===== src/rtl/rr_hold_arbiter.sv =====
// rr_hold_arbiter: round-robin arbiter with multi-cycle grant hold, explicit release and hold-timeout watchdog
module rr_hold_arbiter #(
    parameter int NUM_PORTS = 4,
    parameter int MAX_HOLD  = 8,
    localparam int IDW = (NUM_PORTS > 2) ? $clog2(NUM_PORTS) : 1,
    localparam int CW  = $clog2(MAX_HOLD + 1)
) (
    input  logic                 clk,
    input  logic                 reset,
    input  logic [NUM_PORTS-1:0] req_i,
    input  logic [NUM_PORTS-1:0] release_i,
    output logic [NUM_PORTS-1:0] gnt_o,
    output logic [IDW-1:0]       gnt_id_o,
    output logic                 gnt_valid_o,
    output logic                 timeout_o
);
    typedef enum logic {S_IDLE, S_GRANT} state_t;

    localparam logic [IDW:0]  NP   = (IDW + 1)'(NUM_PORTS);
    localparam logic [CW-1:0] MAXC = CW'(MAX_HOLD);

    state_t               r_state, w_state_nxt;
    logic [IDW-1:0]       r_ptr, w_ptr_nxt, r_id, w_id_nxt;
    logic [CW-1:0]        r_cnt, w_cnt_nxt;
    logic [NUM_PORTS-1:0] r_gnt, w_gnt_nxt;
    logic                 r_valid, w_valid_nxt, r_to, w_to_nxt;
    logic [2*NUM_PORTS-1:0] w_req2;
    logic [NUM_PORTS-1:0] w_rot;
    logic [IDW-1:0]       w_off, w_win;
    logic [IDW:0]         w_sum, w_inc;
    logic                 w_found, w_rel, w_drop, w_full, w_end;

    // Requests rotated so that bit 0 is the port at the fairness pointer
    assign w_req2  = {req_i, req_i};
    assign w_rot   = w_req2[r_ptr +: NUM_PORTS];
    assign w_found = |w_rot;

    // Lowest set bit of the rotated vector is the winner's distance from the pointer
    always_comb begin
        w_off = '0;
        for (int k = NUM_PORTS - 1; k >= 0; k--)
            if (w_rot[k]) w_off = IDW'(k);
    end

    assign w_sum = {1'b0, r_ptr} + {1'b0, w_off};
    assign w_win = (w_sum >= NP) ? IDW'(w_sum - NP) : IDW'(w_sum);
    assign w_inc = {1'b0, r_id} + (IDW + 1)'(1);

    assign w_rel  = release_i[r_id];
    assign w_drop = ~req_i[r_id];
    assign w_full = (r_cnt == MAXC);
    assign w_end  = w_rel | w_drop | w_full;

    // Next state: arbitrate when idle, drop back to idle when the grant ends
    assign w_state_nxt = (r_state == S_IDLE) ? (w_found ? S_GRANT : S_IDLE)
                                             : (w_end ? S_IDLE : S_GRANT);

    // Next registered outputs, pointer and hold counter
    always_comb begin
        w_gnt_nxt   = '0;
        w_valid_nxt = 1'b0;
        w_to_nxt    = 1'b0;
        w_id_nxt    = r_id;
        w_ptr_nxt   = r_ptr;
        w_cnt_nxt   = '0;
        if (r_state == S_IDLE) begin
            if (w_found) begin
                w_gnt_nxt   = NUM_PORTS'(1) << w_win;
                w_valid_nxt = 1'b1;
                w_id_nxt    = w_win;
                w_cnt_nxt   = CW'(1);
            end
        end else if (w_end) begin
            w_ptr_nxt = (w_inc == NP) ? '0 : w_inc[IDW-1:0];
            w_to_nxt  = w_full & ~w_rel & ~w_drop;
        end else begin
            w_gnt_nxt   = r_gnt;
            w_valid_nxt = 1'b1;
            w_cnt_nxt   = w_full ? r_cnt : r_cnt + CW'(1);
        end
    end

    // State and output registers, cleared asynchronously
    always_ff @(posedge clk or posedge reset) begin
        if (reset) begin
            r_state <= S_IDLE;
            r_ptr   <= '0;
            r_id    <= '0;
            r_cnt   <= '0;
            r_gnt   <= '0;
            r_valid <= 1'b0;
            r_to    <= 1'b0;
        end else begin
            r_state <= w_state_nxt;
            r_ptr   <= w_ptr_nxt;
            r_id    <= w_id_nxt;
            r_cnt   <= w_cnt_nxt;
            r_gnt   <= w_gnt_nxt;
            r_valid <= w_valid_nxt;
            r_to    <= w_to_nxt;
        end
    end

    assign gnt_o       = r_gnt;
    assign gnt_id_o    = r_id;
    assign gnt_valid_o = r_valid;
    assign timeout_o   = r_to;
endmodule


===== config.mk =====
export PLATFORM = sky130hd
export DESIGN_NAME = rr_hold_arbiter
export DESIGN_NICKNAME = d
export VERILOG_FILES = /design/src/rtl/rr_hold_arbiter.sv
export SDC_FILE = /design/constraint.sdc
export NUM_CORES = 1
export LEC_CHECK = 0
export CAP_MARGIN = 20
export CORE_MARGIN = 3
export CORE_UTILIZATION = 30
export CTS_BUF_LIST = sky130_fd_sc_hd__clkbuf_8 sky130_fd_sc_hd__clkbuf_16
export CTS_CLUSTER_SIZE = 28
export DETAILED_ROUTE_END_ITERATION = 16
export PLACE_DENSITY = 0.5
export SLEW_MARGIN = 10
export SYNTH_ARGS = -nofsm -noshare
export SYNTH_HDL_FRONTEND = slang
export SYNTH_SLANG_ARGS = --single-unit

===== constraint.sdc =====
create_clock -name clk -period 4.25 [get_ports clk]
set_input_delay 0.85 -clock clk [delete_from_list [all_inputs] [get_ports clk]]
set_output_delay 0.85 -clock clk [all_outputs]
set_load 0.05 [all_outputs]

# Word-level counts from Yosys, hierarchy flattened
# Index checks and enable logic that the tools add are counted.
# word_totals
reg_bits,14
inputBits,10
out_inout_bits,8
word_cells,50
# classes
add_sub_neg,4
magnitude_cmp,2
eq_ne,4
n_shift,2
n_mux,22
bitwise,7
n_reduce_logical,3
# ops
cell,n
4-bit 2-to-1 mux,6
2-bit 2-to-1 mux,6
1-bit 2-to-1 mux,8
8-bit by 3-bit variable part select with 4-bit output,1
"4-bit by 1-bit adder with 4-bit output, second input constant",1
1-bit binary-select mux with 2-bit select,2
"4-bit == test, second input constant",1
2-bit AND reduction,2
4-bit OR reduction,1
"1-bit by 2-bit << shifter with 4-bit output, first input constant",1
"2-bit by 1-bit adder with 3-bit output, second input constant",1
2-bit by 2-bit adder with 3-bit output,1
"3-bit == test, second input constant",1
"3-bit >= comparator, second input constant",1
"2-bit by 3-bit < comparator with 1-bit output, second input constant",1
"3-bit by 2-bit inequality test with 1-bit output, second input constant",1
1-bit inverter,3
1-bit AND,2
"2-bit by 1-bit inequality test with 1-bit output, second input constant",1
1-bit bitwise OR,2
"2-bit by 1-bit subtractor with 2-bit output, second input constant",1

# Logic depth before layout (Yosys ltp)
# Gate-level depths: netlist of run 1.
# logic_depth
word_depth,11
mapped_depth,10
mapped_depth_nobuf,9

# Worst setup path before layout of run 1
# OpenSTA, ideal clock, no wires.
# synth_path
kind,input to register
start,input port req_i[0]
end,register r_gnt[1] (netlist: gnt_o[1])
setup_ns,0.069
arrival_time_ns,2.352
t_required_ns,4.181
path_slack_ns,1.830
stages,10
n_path_buf,1
cell_sequence,buf_2 nor2_1 nor3_1 a21oi_1 o211ai_1 ha_1 xnor2_1 nand3_1 or3_1 nand3_1
# synth_between
elab_chain_len,11
word_cells_on_any_way,19
cone_classes,add/sub (2); order compare (1); eq/ne (1); shift (2); mux (9); bitwise (3); reduce/logical (1)
# synth_lines
item,line_no,text
from (decl),10,"input logic [NUM_PORTS-1:0] req_i,"
8-bit by 3-bit variable part select with 4-bit output,35,assign w_rot = w_req2[r_ptr +: NUM_PORTS];
2-bit 2-to-1 mux (4 in series),42,if (w_rot[k]) w_off = IDW'(k);
2-bit by 2-bit adder with 3-bit output,45,"assign w_sum = {1'b0, r_ptr} + {1'b0, w_off};"
3-bit >= comparator or 2-bit by 1-bit subtractor with 2-bit output (tied branches),46,assign w_win = (w_sum >= NP) ? IDW'(w_sum - NP) : IDW'(w_sum);
2-bit 2-to-1 mux,46,
1-bit by 2-bit << shifter with 4-bit output,68,w_gnt_nxt = NUM_PORTS'(1) << w_win;
4-bit 2-to-1 mux,67,if (w_found) begin
4-bit 2-to-1 mux,66,if (r_state == S_IDLE) begin
to (signal assigned),98,r_gnt <= w_gnt_nxt;
to (decl),25,"logic [NUM_PORTS-1:0] r_gnt, w_gnt_nxt;"
# Several ways; a longest one is shown, not always the timed one. The select of a mux whose other input is x is not followed.
# A chain may end at the register's enable or synchronous reset.

# Worst setup path in the final report of run 1
# Ends and elaborated chain as after synthesis.

==> results.toml, run 1 <==
[run_status]
status = "finished, final reports clean"

[sta]
relSlewSlack_pct = 64.3
min_period_ns = 2.86
setup_viol = 0
rsz0062_at_grt = "no"
fmax_mhz = 350
finalHoldViolations = 0
worst_slack_ns = 1.39
fin_tns_setup_ns = 0
fin_crit_sh_pct = 67.3
fin_skew_ns = 0.000886
worstMarginPinSlew_ns = 0.535
slew_violations = 0

[worst_setup_path]
slowest_delay_ns = 0.59
reg2reg_from = "r_ptr[0]$_DFFE_PP0P_"
path_delay_family = "simple AND/OR/NAND/NOR gates"
worstPathCellList = "clkdlybuf4s50_1, nor2_1, nor3_1, a21oi_1, o211ai_1, ha_1, xnor2_1, nand3_1, or3_1, nand3_1"
critPathCaptureType = "register"
required_ns = 4.43
critical_path.max_fanout = 9
start_kind = "input pin"
rrSetupSlack_ns = 2.16
critPathKind = "in2reg"
crit_top_cell = "nand3_1"
cp.arrival_ns = 3.04
rr_endpoint = "gnt_o[1]$_DFFE_PP0P_"
reg2reg_depth = 8
cp_num_buf_inv = 1
critPathSlowestCell = "clkdlybuf4s50_1"

[synthesis]
synth_area_leaders = "dfrtp_1, ha_1, nand3_1"
synth_flop_cell = "dfrtp_1"
synth_area_um2 = 956
ys_types = 40
ys_seq_area_share_pct = 36.6
synth_top_area_cell = "dfrtp_1"
synth_nets = 119
syn_area_per_cell_um2 = 9.10
synth_edf_count = 0
synthCells = 105
synth.ff_latch_count = 14
ys_warn_count = 0
synthArstFlopShare_pct = 100
yosys.area.top_type_share_pct = 36.6

[clocking]
cts_tree = "built"
cts_resized = 0
clk_latency_ns = 0.24
clk_pin_slew_ns = 0.05
post_cts_buffers = 0
cts_buffers = 3
postCtsHoldBufs = 0
clock-root-buffer = "clkbuf_8"
cts_buffer_depth = 2
cts.sinks = 14
htreeDepth = 1

[placed_design]
dpl.hpwl_um = 1590
gp_congestion = 0.744
place_ws_ns = 1.16
portBuffers = 17

[detailed_routing]
firstDrtPassIters = 4
vias_per_cell = 4.94
wl_per_cell_um = 12.5
dr.first_iter.drc_count = 33
drcViolationCount = 0
dr_total_vias = 806
drt_wl_total_um = 2030
final_antenna_net_count = 0

[die]
die_area_mm2 = 0.00390
start_util_pct = 33.0
rows = 19
dieWidth_um = 62.5
dieHeight_um = 62.5
ioPinCount = 18
core_mm2 = 0.00290

[grt]
antenna_found_initial = 0
grt_start_max_net_pins = 15
grt_pass1_vias = 773
grt_overflow = 0
grtUsageTotal_pct = 11.4
grt_pass1_wl_um = 3580

[final_layout]
nets = 137
final_common_cell = "clkdlybuf4s50_1"
area_growth_pct = 25.4
drive_gt1_share_pct = 10.7
layout_common_cells = "clkdlybuf4s50_1, dfrtp_1, nor2_1"
fillers = 313
n_antenna_cell = 0
final_core_util_pct = 41.3
multi_input_area_um2 = 566
seqCellArea_um2 = 350

[pwr]
power_per_cell_area_mw_per_mm2 = 643
ir_worst_vdd_mv = 0.278
leakage_nw = 0.498
p_total_mw = 0.771

[hold_path]
whs_endpoint = "gnt_o[1]$_DFFE_PP0P_"
min_from = "gnt_o[1]$_DFFE_PP0P_"
hold_depth = 2
hp-class = "reg2reg"

[job]
drv_cap = 0
[cell families (layout without fill, tap and decap cells)]
group	after synthesis	in the layout	synth area share, %
compound gates	20	20	18.1
xor+xnor	4	4	3.67
fa+ha+maj	4	4	5.24
buf+inv	9	25	4.19
flops	14	14	36.6
mux	2	2	3.53
simple gates	52	52	28.7
[flip-flops by register name, summed over array words and instances (netlist names)]
name	count
r_cnt	4
gnt_valid_o	1
gnt_id_o	2
timeout_o	1
gnt_o	4
r_ptr	2
[per-layer routing]
metal | up-vias | share of wire (%) | routed length [um] | track usage (%)
met4 | 0 | 0.49 | 10 | 3.03
met1 | 376 | 51 | 1030 | 16.4
met5 | - | 0 | 0 | 0
met2 | 20 | 44 | 890 | 15.7
li1 | 408 | - | - | -
met3 | 2 | 4.9 | 100 | 4.32
[worst max-delay path by stage]
stage / start / end / slack [ns] / cells after the start
after detailed placement: req_i[0] / gnt_o[1]$_DFFE_PP0P_ / 1.16 / 10
after floorplan: req_i[0] / gnt_o[1]$_DFFE_PP0P_ / 1.83 / 10
after CTS: req_i[0] / gnt_o[1]$_DFFE_PP0P_ / 1.40 / 10
after global routing: req_i[0] / gnt_o[1]$_DFFE_PP0P_ / 1.13 / 10
final: req_i[0] / gnt_o[1]$_DFFE_PP0P_ / 1.39 / 10
after global placement: req_i[0] / gnt_o[1]$_DFFE_PP0P_ / 1.22 / 10
[final cells by class]
type                       instances  share of cell area, %
inverter                           5                   1.57
clock buffer                       3                   3.44
multi-input combinational         82                   47.2
sequential                        14                   29.2
timing repair buffer              17                   14.2
tap                               42                   4.38
[power breakdown]
group / switching (mW) / internal [mW]
sequential: 0.0734 / 0.177
combinational: 0.243 / 0.171
clock: 0.0447 / 0.0627
total: 0.361 / 0.410
[Yosys cell counts (2+ instances only)]
cell and instances:
nor2_1 11, xor2_1 2, xnor2_1 2, o21ai_0 4, nor3b_1 2, o21ai_1 3
nand3_1 9, nor2_2 2, buf_2 2, ha_1 4, a21oi_1 3, a32oi_1 2
inv_1 4, dfrtp_1 14, nor3_1 3, and3_1 2, nand2b_1 4, nand2_1 10
[stage by stage]
step | area (um2) | hold WS [ns] | cells
final | 1200 | 0.491 | 163
after global routing | 1200 | 0.512 | 163
after CTS | 1200 | 0.492 | 163
after detailed placement | 1160 | 0.474 | 160
after global placement | 1160 | 0.478 | 160
after floorplan | 956 | 0.472 | 105
[tightest hold or removal path: stages (launching register included)]
cell and delay (ns):
dfrtp_1 0.34, nand2_1 0.05, nand3_1 0.06
No activity file was read; power rests on OpenSTA's default activity.
==> run 2: changes to the inputs <==
PLACE_DENSITY = 0.52   (was 0.5)
clock period = 2.4 ns   (was 4.25 ns; I/O delays follow)
==> run 2 against run 1 <==
Effect of this change: wire length rose by 3.1%; core utilization increased by 4.4 points; die area unchanged; worst hold slack better by 0.011 ns; critical path type unchanged; critical endpoint is now gnt_o[3]$_DFFE_PP0P_.
==> results.toml, run 2 (synthesis gave the netlist of run 1 again) <==
[detailed_routing]
drt_wl_total_um = 2090
drcViolationCount = 0
vias_per_cell = 4.80
firstDrtPassIters = 4
dr.first_iter.drc_count = 13
wl_per_cell_um = 11.9
final_antenna_net_count = 0
dr_total_vias = 845

[sta]
fmax_mhz = 446
rsz0062_at_grt = "no"
finalHoldViolations = 0
fin_tns_setup_ns = 0
fin_crit_sh_pct = 93.5
slew_violations = 0
setup_viol = 0
min_period_ns = 2.24
relSlewSlack_pct = 64.1
worstMarginPinSlew_ns = 0.538
fin_skew_ns = 0.00142

[worst_setup_path]
critical_path.max_fanout = 6
critPathKind = "in2reg"
cp.arrival_ns = 2.37
critPathSlowestCell = "clkdlybuf4s50_1"
path_delay_family = "compound AO/OA/AOI/OAI gates"
start_kind = "input pin"
reg2reg_depth = 8
required_ns = 2.53
worstPathCellList = "clkdlybuf4s50_1, nor2_1, nor3_1, a21oi_1, o211ai_1, ha_2, xor2_2, and3_1, a32oi_1, o21ai_1"
cp_num_buf_inv = 1
slowest_delay_ns = 0.51
critPathCaptureType = "register"
cp_num_cells = 10

[grt]
grt_start_max_net_pins = 15
antenna_found_initial = 0
grtUsageTotal_pct = 11.0
grt_pass1_vias = 790
grt_overflow = 0
grt_pass1_wl_um = 3470

[clocking]
clk_latency_ns = 0.24
clock-root-buffer = "clkbuf_8"
cts.sinks = 14
cts_resized = 0
clk_pin_slew_ns = 0.06
htreeDepth = 1
cts_buffer_depth = 2
cts_buffers = 3
postCtsHoldBufs = 0
cts_tree = "built"
post_cts_buffers = 0

[pwr]
power_per_cell_area_mw_per_mm2 = 1120
ir_worst_vdd_mv = 0.539
leakage_nw = 0.585

[placed_design]
placed_area_mm2 = 0.00125
dpl.hpwl_um = 1650
gp_congestion = 0.824
portBuffers = 17

[final_layout]
n_antenna_cell = 0
layout_common_cells = "clkdlybuf4s50_1, dfrtp_1, buf_4"
nets = 149
area_growth_pct = 38.6
fin_area_mm2 = 0.00133
drive_gt1_share_pct = 21.6
final_common_cell = "clkdlybuf4s50_1"

[hold_path]
hp-class = "reg2reg"
hold_depth = 2

[run_status]
status = "finished, final reports clean"

[die]
start_util_pct = 33.0
ioPinCount = 18
die_area_mm2 = 0.00390
dieHeight_um = 62.5
dieWidth_um = 62.5
rows = 19
core_mm2 = 0.00290

[job]
drv_cap = 0
[run 2: cell types whose count changed in the layout (fill, tap and decap cells not counted)]
| cell | delta |
|---|---|
| ha_2 | +1 |
| clkbuf_8 | +1 |
| xnor2_2 | +1 |
| xnor2_1 | -1 |
| xor2_2 | +1 |
| ha_1 | -1 |
| clkdlybuf4s50_1 | -2 |
| buf_4 | +12 |
| xor2_1 | -1 |
| dlymetal6s2s_1 | +2 |
[run 2: metal layers]
| metal | wire [um] | part of all wire (%) | global-route usage [%] |
|---|---|---|---|
| met4 | 11 | 0.53 | 2.75 |
| met2 | 915 | 44 | 16.1 |
| met1 | 1060 | 51 | 15.2 |
| met5 | 0 | 0 | 0 |
| met3 | 108 | 5.2 | 4.14 |
[run 2: area by class of cell]
| cell class | instances | area (um2) |
|---|---|---|
| fillers | 318 | 1580 |
| well taps | 42 | 52.6 |
| repair buffers | 29 | 265 |
| clock buffers | 4 | 55.1 |
| inverters | 5 | 18.8 |
| flip-flops and latches | 14 | 350 |
| multi-input cells | 82 | 583 |
[run 2: final timing paths]
path	from	slack, ns	end
worst max register to register	r_ptr[0]$_DFFE_PP0P_	0.40	gnt_o[3]$_DFFE_PP0P_
worst min register to register	gnt_o[2]$_DFFE_PP0P_	0.50	gnt_o[2]$_DFFE_PP0P_
max in group asynchronous	reset	1.47	r_cnt[1]$_DFFE_PP0P_
worst max-delay path	req_i[2]	0.16	gnt_o[3]$_DFFE_PP0P_
min in group asynchronous	reset	0.57	gnt_o[1]$_DFFE_PP0P_
worst min-delay path	gnt_o[2]$_DFFE_PP0P_	0.50	gnt_o[2]$_DFFE_PP0P_
[run 2: report_power, final]
| part | internal [mW] | switching (mW) | total, mW |
|---|---|---|---|
| clock network | 0.145 | 0.0833 | 0.229 |
| logic | 0.361 | 0.447 | 0.808 |
| registers | 0.313 | 0.131 | 0.445 |
| total | 0.820 | 0.661 | 1.48 |
[run 2: worst register-to-register path: cells and delay by family, from the launching register on]
kind,cells,cell delay [ns]
compound gates,4,0.49
fa+ha+maj,1,0.23
simple gates,2,0.50
xor+xnor,1,0.16
flops,1,0.51
[run 2: stage by stage]
stage               std cells  power, mW  utilization [%]  hold slack [ns]  worst slack, ns
global placement          172       1.21             43.0            0.490           -0.132
floorplan                 105      0.988                -            0.369            0.350
detailed placement        172       1.23             43.0            0.485           -0.195
global route              176       1.60             45.7            0.531          0.00511
CTS                       176       1.47             44.9            0.506           0.0647
finish                    176       1.48             45.7            0.502            0.157
==> run 3: changes to the inputs <==
CORE_ASPECT_RATIO = 1.4   (was default)
HOLD_SLACK_MARGIN = 0.05   (was default)
==> run 3 against run 2 <==
Effect of this change: die area rose by 0.24%; via count fell by 0.24%; non-clock buffer count fell by 2.
==> results.toml, run 3 (synthesis gave the netlist of run 1 again) <==
[grt]
grtUsageTotal_pct = 11.8
grt_pass1_wl_um = 3550
grt_overflow = 0
grt_start_max_net_pins = 15
antenna_found_initial = 0
grt_pass1_vias = 843

[worst_setup_path]
required_ns = 2.58
start_kind = "input pin"
crit_start = "req_i[2]"
critPathCaptureType = "register"
critical_path.max_fanout = 6
reg2reg_from = "r_ptr[0]$_DFFE_PP0P_"
rrSetupSlack_ns = 0.36
critPathKind = "in2reg"
reg2reg_depth = 8
cp.arrival_ns = 2.45

[final_layout]
fillers = 287
area_growth_pct = 35.1
seqCellArea_um2 = 350
nets = 147
fin_area_mm2 = 0.00129
drive_gt1_share_pct = 18.9
multi_input_area_um2 = 573
n_antenna_cell = 0
layout.cells.non_filler = 169
layout_common_cells = "clkdlybuf4s50_1, dfrtp_1, nor2_1"
final_common_cell = "clkdlybuf4s50_1"

[clocking]
cts_tree = "built"
clk_latency_ns = 0.25
clock-root-buffer = "clkbuf_8"
clk_pin_slew_ns = 0.06
cts.sinks = 14
cts_buffers = 3
htreeDepth = 1
cts_buffer_depth = 2

[detailed_routing]
drcViolationCount = 0
final_antenna_net_count = 0
dr.first_iter.drc_count = 20
firstDrtPassIters = 4
wl_per_cell_um = 12.9
vias_per_cell = 4.99
drt_wl_total_um = 2170
dr_total_vias = 843

[die]
start_util_pct = 32.2
dieWidth_um = 53.7
rows = 23
die_area_mm2 = 0.00391
core_mm2 = 0.00296
ioPinCount = 18
dieHeight_um = 72.8

[sta]
slew_violations = 0
worstMarginPinSlew_ns = 0.561
finalHoldViolations = 0
setup_viol = 0
fin_crit_sh_pct = 94.6
fin_skew_ns = 0.00167
relSlewSlack_pct = 62.5
fmax_mhz = 440
rsz0062_at_grt = "no"
whs_ns = 0.499
min_period_ns = 2.27

[pwr]
ir_worst_vdd_mv = 0.562
swShare_pct = 45.2
p_int_mw = 0.799
p_total_mw = 1.46
seqPwrFrac_pct = 30.4
p_sw_mw = 0.660
leakage_nw = 0.567
power_per_cell_area_mw_per_mm2 = 1130
pwr-share-clk_pct = 16.1
comb_power_share_pct = 53.5

[placed_design]
gp_congestion = 0.644
portBuffers = 17
dpl.hpwl_um = 1710
placed_cells = 165
placed_area_mm2 = 0.00123

[run_status]
status = "finished, final reports clean"

[hold_path]
hold_depth = 2
hp-class = "reg2reg"
min_from = "gnt_o[1]$_DFFE_PP0P_"

[job]
drv_cap = 0
[run 3: cell types whose count changed in the layout (fill, tap and decap cells not counted), sizes merged]
cell,previous run,this run
buf,12,10
clkdlybuf4s50,15,16
dlymetal6s2s,2,1
[run 3: path summary, 6_finish.rpt]
| kind | endpoint |
|---|---|
| min | gnt_o[1]$_DFFE_PP0P_ |
| max | gnt_o[1]$_DFFE_PP0P_ |
| min reg2reg | gnt_o[1]$_DFFE_PP0P_ |
| max reg2reg | gnt_o[1]$_DFFE_PP0P_ |
| max in group asynchronous | gnt_id_o[1]$_DFFE_PP0P_ |
| min in group asynchronous | gnt_o[3]$_DFFE_PP0P_ |
[run 3: power by group through the flow]
stage / Sequential, mW / Combinational (mW) / Clock (mW)
finish: 0.443 / 0.780 / 0.235
CTS: 0.443 / 0.779 / 0.237
global placement: 0.444 / 0.763 / 0
detailed placement: 0.446 / 0.777 / 0
floorplan: 0.522 / 0.466 / 0
global route: 0.457 / 0.857 / 0.250
[run 3: stage by stage]
stage	util (%)	worst slack (ns)	setup TNS [ns]
6_report	43.6	0.129	0
5_1_grt	43.6	0.0144	0
4_1_cts	43.2	0.0431	0
3_5_place_dp	41.4	-0.189	-0.322
3_3_place_gp	41.4	-0.163	-0.311
2_1_floorplan	-	0.350	0
[run 3: critical path, stage by stage]
cell and delay, ns:
clkdlybuf4s50_1 0.51, nor2_1 0.16, nor3_1 0.06, a21oi_1 0.15
o211ai_1 0.11, ha_1 0.26, xnor2_2 0.19, nand3_1 0.13
or3_1 0.33, nand3_1 0.09
[run 3: layout make-up]
cell class | count | area share [%]
Sequential cell | 14 | 27.1
Inverter | 5 | 1.45
Timing Repair Buffer | 27 | 19.2
Clock buffer | 4 | 4.26
Multi-Input combinational cell | 82 | 44.4
Tap cell | 37 | 3.59
[run 3: per-layer routing]
metal | global-route usage, % | vias up | wire (um)
met2 | 21.4 | 12 | 1130
met3 | 2.45 | 4 | 67
met4 | 3.41 | 0 | 25
met5 | 0 | - | 0
met1 | 13.2 | 401 | 945
li1 | - | 426 | -
[run 3: timing repair]
| item | 4_1_cts | 5_1_grt |
|---|---|---|
| buffers inserted | 0 | 0 |
| hold buffers | 0 | 0 |
| gates resized for setup | 0 | 2 |
| setup endpoints to repair | 0 | 1 |
